**src/rtl/qam16_carrier_mod_tx.sv**
```systemverilog
// QAM-16 transmit modulator: maps a 4-bit Gray-coded symbol to I/Q levels
// and emits 16 passband samples per symbol, s[k] = I*cos(2*pi*k/16) - Q*sin(2*pi*k/16).
module qam16_carrier_mod_tx #(
    parameter int unsigned WIDTH_SYM = 16,
    parameter int unsigned AMP_UNIT  = 2048
) (
    input  logic                        clk,
    input  logic                        rst_n,
    input  logic [3:0]                  sym_in,
    input  logic                        sym_valid,
    output logic                        sym_ready,
    output logic signed [WIDTH_SYM-1:0] data_out,
    output logic                        data_valid,
    output logic [3:0]                  sample_idx,
    output logic                        sym_start
);

    typedef enum logic [0:0] {StIdle, StRun} state_e;

    localparam logic [WIDTH_SYM-1:0] Amp1 = WIDTH_SYM'(AMP_UNIT);
    localparam logic [WIDTH_SYM-1:0] Amp3 = WIDTH_SYM'(3 * AMP_UNIT);
    // Symmetric saturation bounds: +/-(2^(W-1) - 1)
    localparam logic signed [WIDTH_SYM:0] SatMax = {2'b00, {(WIDTH_SYM-1){1'b1}}};
    localparam logic signed [WIDTH_SYM:0] SatMin = -SatMax;

    state_e                     state_q;
    logic [3:0]                 phase_q;
    logic signed [2:0]          i_lvl_q;
    logic signed [2:0]          q_lvl_q;
    logic signed [WIDTH_SYM:0]  i_term;
    logic signed [WIDTH_SYM:0]  q_term;
    logic signed [WIDTH_SYM:0]  sum;
    logic signed [WIDTH_SYM-1:0] sample;

    // Gray map: 00 -> -3, 01 -> -1, 11 -> +1, 10 -> +3
    function automatic logic signed [2:0] gray_level(input logic [1:0] b);
        logic signed [2:0] lvl;
        unique case (b)
            2'b00:   lvl = -3'sd3;
            2'b01:   lvl = -3'sd1;
            2'b11:   lvl = 3'sd1;
            default: lvl = 3'sd3;
        endcase
        return lvl;
    endfunction

    // Carrier magnitude selector: C4 at k=0/8, C0 at k=4/12, mirrored between
    function automatic logic [2:0] mag_sel(input logic [3:0] k);
        logic [2:0] d;
        d = k[2] ? (3'd0 - k[2:0]) : k[2:0];
        return 3'd4 - d;
    endfunction

    // Shift-add carrier constants, each term truncated on its own
    function automatic logic [WIDTH_SYM-1:0] carrier_mag(input logic [2:0] sel,
                                                          input logic [WIDTH_SYM-1:0] m);
        logic [WIDTH_SYM-1:0] p;
        unique case (sel)
            3'd4:    p = m;
            3'd3:    p = (m >> 1) + (m >> 2) + (m >> 3) + (m >> 5) + (m >> 6) + (m >> 9);
            3'd2:    p = (m >> 1) + (m >> 3) + (m >> 4) + (m >> 6) + (m >> 8);
            3'd1:    p = (m >> 2) + (m >> 3) + (m >> 8) + (m >> 9) + (m >> 10) + (m >> 11)
                         + (m >> 12);
            default: p = '0;
        endcase
        return p;
    endfunction

    // Signed product level * cos(2*pi*k/16); zero carrier yields exact 0
    function automatic logic signed [WIDTH_SYM:0] term(input logic signed [2:0] lvl,
                                                       input logic [3:0] k);
        logic [WIDTH_SYM-1:0] m;
        logic [WIDTH_SYM-1:0] p;
        logic                 neg;
        logic signed [WIDTH_SYM:0] mag;
        if (lvl == 3'sd0) begin
            m = '0;
        end else if ((lvl == 3'sd3) || (lvl == -3'sd3)) begin
            m = Amp3;
        end else begin
            m = Amp1;
        end
        p   = carrier_mag(mag_sel(k), m);
        neg = lvl[2] ^ ((k >= 4'd5) && (k <= 4'd11));
        mag = $signed({1'b0, p});
        if ((k == 4'd4) || (k == 4'd12)) begin
            return '0;
        end
        return neg ? -mag : mag;
    endfunction

    assign sym_ready = (state_q == StIdle) || (phase_q == 4'd15);

    // Sample for the current phase; sin(k) reuses the cosine table at k-4
    always_comb begin
        i_term = term(i_lvl_q, phase_q);
        q_term = term(q_lvl_q, phase_q - 4'd4);
        sum    = i_term - q_term;
        if (sum > SatMax) begin
            sample = SatMax[WIDTH_SYM-1:0];
        end else if (sum < SatMin) begin
            sample = SatMin[WIDTH_SYM-1:0];
        end else begin
            sample = sum[WIDTH_SYM-1:0];
        end
    end

    // Symbol acceptance, phase sequencing and registered sample output
    always_ff @(posedge clk) begin
        if (!rst_n) begin
            state_q    <= StIdle;
            phase_q    <= 4'd0;
            i_lvl_q    <= '0;
            q_lvl_q    <= '0;
            data_out   <= '0;
            data_valid <= 1'b0;
            sample_idx <= 4'd0;
            sym_start  <= 1'b0;
        end else begin
            unique case (state_q)
                StIdle: begin
                    data_out   <= '0;
                    data_valid <= 1'b0;
                    sym_start  <= 1'b0;
                    if (sym_valid) begin
                        i_lvl_q <= gray_level(sym_in[3:2]);
                        q_lvl_q <= gray_level(sym_in[1:0]);
                        phase_q <= 4'd0;
                        state_q <= StRun;
                    end
                end
                default: begin
                    data_out   <= sample;
                    data_valid <= 1'b1;
                    sample_idx <= phase_q;
                    sym_start  <= (phase_q == 4'd0);
                    // Wraps 15 -> 0, giving a seamless start for a chained symbol
                    phase_q    <= phase_q + 4'd1;
                    if (phase_q == 4'd15) begin
                        if (sym_valid) begin
                            i_lvl_q <= gray_level(sym_in[3:2]);
                            q_lvl_q <= gray_level(sym_in[1:0]);
                        end else begin
                            state_q <= StIdle;
                        end
                    end
                end
            endcase
        end
    end

endmodule

```
**config.mk**
```make
export PLATFORM = sky130hd
export DESIGN_NAME = qam16_carrier_mod_tx
export DESIGN_NICKNAME = d
export VERILOG_FILES = /design/src/rtl/qam16_carrier_mod_tx.sv
export SDC_FILE = /design/constraint.sdc
export NUM_CORES = 1
export LEC_CHECK = 0
export ABC_AREA = 1
export BUFFER_PORTS_ARGS = -buffer_cell sky130_fd_sc_hd__buf_2
export CAP_MARGIN = 20
export CORE_ASPECT_RATIO = 0.6
export CORE_MARGIN = 2
export CORE_UTILIZATION = 45
export CTS_CLUSTER_DIAMETER = 80
export DETAILED_ROUTE_END_ITERATION = 8
export GPL_TIMING_DRIVEN = 0
export PLACE_DENSITY = 0.68
export SYNTH_ARGS = -nofsm -noshare
export SYNTH_HDL_FRONTEND = slang
export SYNTH_SLANG_ARGS = --single-unit
```
**constraint.sdc**
```tcl
create_clock -name clk -period 5.25 [get_ports clk]
set_clock_uncertainty 0.2 [all_clocks]
set_input_delay 0.7875 -clock clk [delete_from_list [all_inputs] [get_ports clk]]
set_output_delay 0.7875 -clock clk [all_outputs]
set_load 0.005 [all_outputs]
```
==> flow_summary.yaml <==
routing:
  ant_nets: 0
  via_per_inst: 5.26
  drc: 0
  drt_wl_total_mm: 10.0
  num_vias: 3802
  wl_per_cell_um: 13.9
  first_iter_violations: 507
  drtPass1Iterations: 6
power_and_ir_drop:
  peakVddDrop_mv: 0.110
  pwr_density_cell_nw_per_um2: 291
  p_leak_uw: 0.00223
synth:
  syn-instance-count: 572
  async_reset_ff_frac: 0
  synth-main-ff-cell: "dfxtp_1"
  synth_cell_types: 37
  synth_seq_cells: 32
  yosysSeqAreaShare: 0.180
  synth_edf_count: 0
  postSynthAreaPerCell_um2: 6.23
  synth_nets: 616
  syn-cell-area_um2: 3560
  ys_warn_count: 0
outcome:
  status: "finished, final reports clean"
clock_network:
  cts_hold_buffers: 0
  cts_max_path_buffers: 2
  cts_max_level: 2
  cts_buffers: 5
  cts-root-buf: "clkbuf_16"
  clk_pin_slew_ns: 0.05
  clk_latency_ns: 0.28
  cts_tree: "built"
  cts_sinks: 32
worst_hold_path:
  hp-class: "reg -> reg"
  holdCritStartpoint: "sample_idx[0]"
worst_setup_path:
  cp-startpoint: "phase_q[1]"
  cp_max_fo: 10
  critPathBufInv: 8
  crit_family: "simple AND/OR/NAND/NOR gates"
  end_kind: "flip-flop"
  cpMaxStageDelayCell: "dfxtp_1"
  reg2reg_from: "phase_q[1]"
  crit_type: "reg -> reg"
  cp_data_required_time_ns: 5.22
  slowest_delay_ns: 0.37
  crit_top_cell: "nand2_1"
  critPathLaunchType: "flip-flop"
  arrival_ns: 4.95
layout:
  finish.net_count: 658
  layout-drive-gt1-share: 0.208
  diodes: 0
  area_growth_pct: 15.7
  stdcell_area_um2: 4130
  postLayoutCoreUtil: 0.530
  layout_commonest_cell: "nand2_1"
  layoutNonFillerInstCount: 723
  layout_common_cells: "141 x nand2_1, 89 x inv_1, 45 x nor2_1"
sta:
  relSlewSlack: 0.650
  worst_pin_slew_ns: 0.521
  timing.fmax_ghz: 0.201
  hold_viol: 0
  fin_hold_ws_ns: 0.271
  period_share: 0.949
  slew_viol_final: 0
  setup_viol: 0
  fin_crit_ns: 4.98
grt:
  grt_max_degree: 11
  first_global_vias: 3208
  grt_overflow: 0
  track_usage: 0.235
  antenna_found_initial: 0
  grt_pass1_wl_mm: 16.1
die:
  rows: 25
  ioPinCount: 30
  core_area_um2: 7790
  die_w_um: 119
  die_area_um2: 8670
  die_h_um: 72.9
  start_util: 0.458
placed_design:
  place_congestion: 0.930
  portBuffers: 29
  dp_hpwl_mm: 8.24
  dp_cells: 709
  placed_cell_area_um2: 3840
flow_run:
  maxCapViolations: 0
==> flip-flops by register name, summed over array words and instances (netlist names) <==
signal,count
q_lvl_q,3
sample_idx,4
data_valid,1
data_out,16
i_lvl_q,2
state_q,1
sym_start,1
phase_q,4
==> final timing paths <==
| kind | cells after the start | slack [ns] | to |
|---|---|---|---|
| worst max-delay path | 34 | 0.27 | data_out[1] |
| worst min-delay path | 2 | 0.27 | sample_idx[0] |
| worst max register to register | 34 | 0.27 | data_out[1] |
| worst min register to register | 2 | 0.27 | sample_idx[0] |
==> worst reg2reg max path: cells and delay by family, from the launching register on <==
| kind | cells | cell delay [ns] |
|---|---|---|
| compound gates | 1 | 0.09 |
| fa+ha+maj | 4 | 1.11 |
| buf+inv | 8 | 0.82 |
| flops | 1 | 0.37 |
| simple gates | 21 | 2.31 |
==> kinds of logic (layout without fill, tap and decap cells) <==
group	Yosys count	after routing	synth area share
DFF	32	32	0.180
xor gates and xnor gates	7	7	0.0225
AOI/OAI and AO/OA	78	78	0.117
and+or+nand+nor	314	314	0.439
adders and majority gates	37	37	0.132
buffers and inverters	104	147	0.110
==> cell usage after synthesis, types with 4 or more instances <==
master	count	area (µm²)
nor2_2	11	68.8
xor2_1	4	35.0
nor3_1	9	45.0
nor2_4	5	56.3
a21oi_1	37	185
nand3b_1	6	45.0
inv_2	10	37.5
nand2_4	4	45.0
nand4_1	5	31.3
nor2_1	53	199
o21ai_0	30	150
nand3_2	11	110
nand3_1	43	215
nand2_2	16	100
nand2_1	142	533
dfxtp_1	32	641
ha_1	36	450
inv_1	91	342
==> repair_timing <==
action	CTS	global route
setup buffers	0	6
gates resized for setup	2	18
pin swaps	0	4
setup endpoints to repair	16	16
==> routing by layer <==
layer / share of wire / track usage / up-vias
li1: - / - / 1904
met1: 0.54 / 0.388 / 1728
met2: 0.36 / 0.308 / 164
met3: 0.096 / 0.0414 / 6
met4: 0.0056 / 0.0384 / 0
met5: 0 / 0 / -
==> power breakdown <==
group          internal (µW)  total [µW]  switching [µW]
Clock                    223         326             103
Sequential               272         283            10.7
Combinational            200         592             392
Total                    694        1200             505
==> metrics by stage <==
stage	power [µW]	TNS, ns	setup WS (ns)
finish	1200	0	0.268
floorplan	704	0	0.872
global route	1280	-0.387	-0.0462
global placement	825	-1.62	-0.113
CTS	1160	0	0.0624
detailed placement	836	-2.74	-0.186
==> area by class of cell <==
cell class / count / area (µm²)
tap: 108 / 135
clock inverter: 2 / 35.0
sequential: 32 / 642
clock buffer: 6 / 129
buffer: 3 / 12.5
timing repair buffer: 35 / 190
multi-input combinational: 436 / 2600
inverter: 101 / 379
fill: 765 / 3660
No activity file was read; power rests on OpenSTA's default activity.
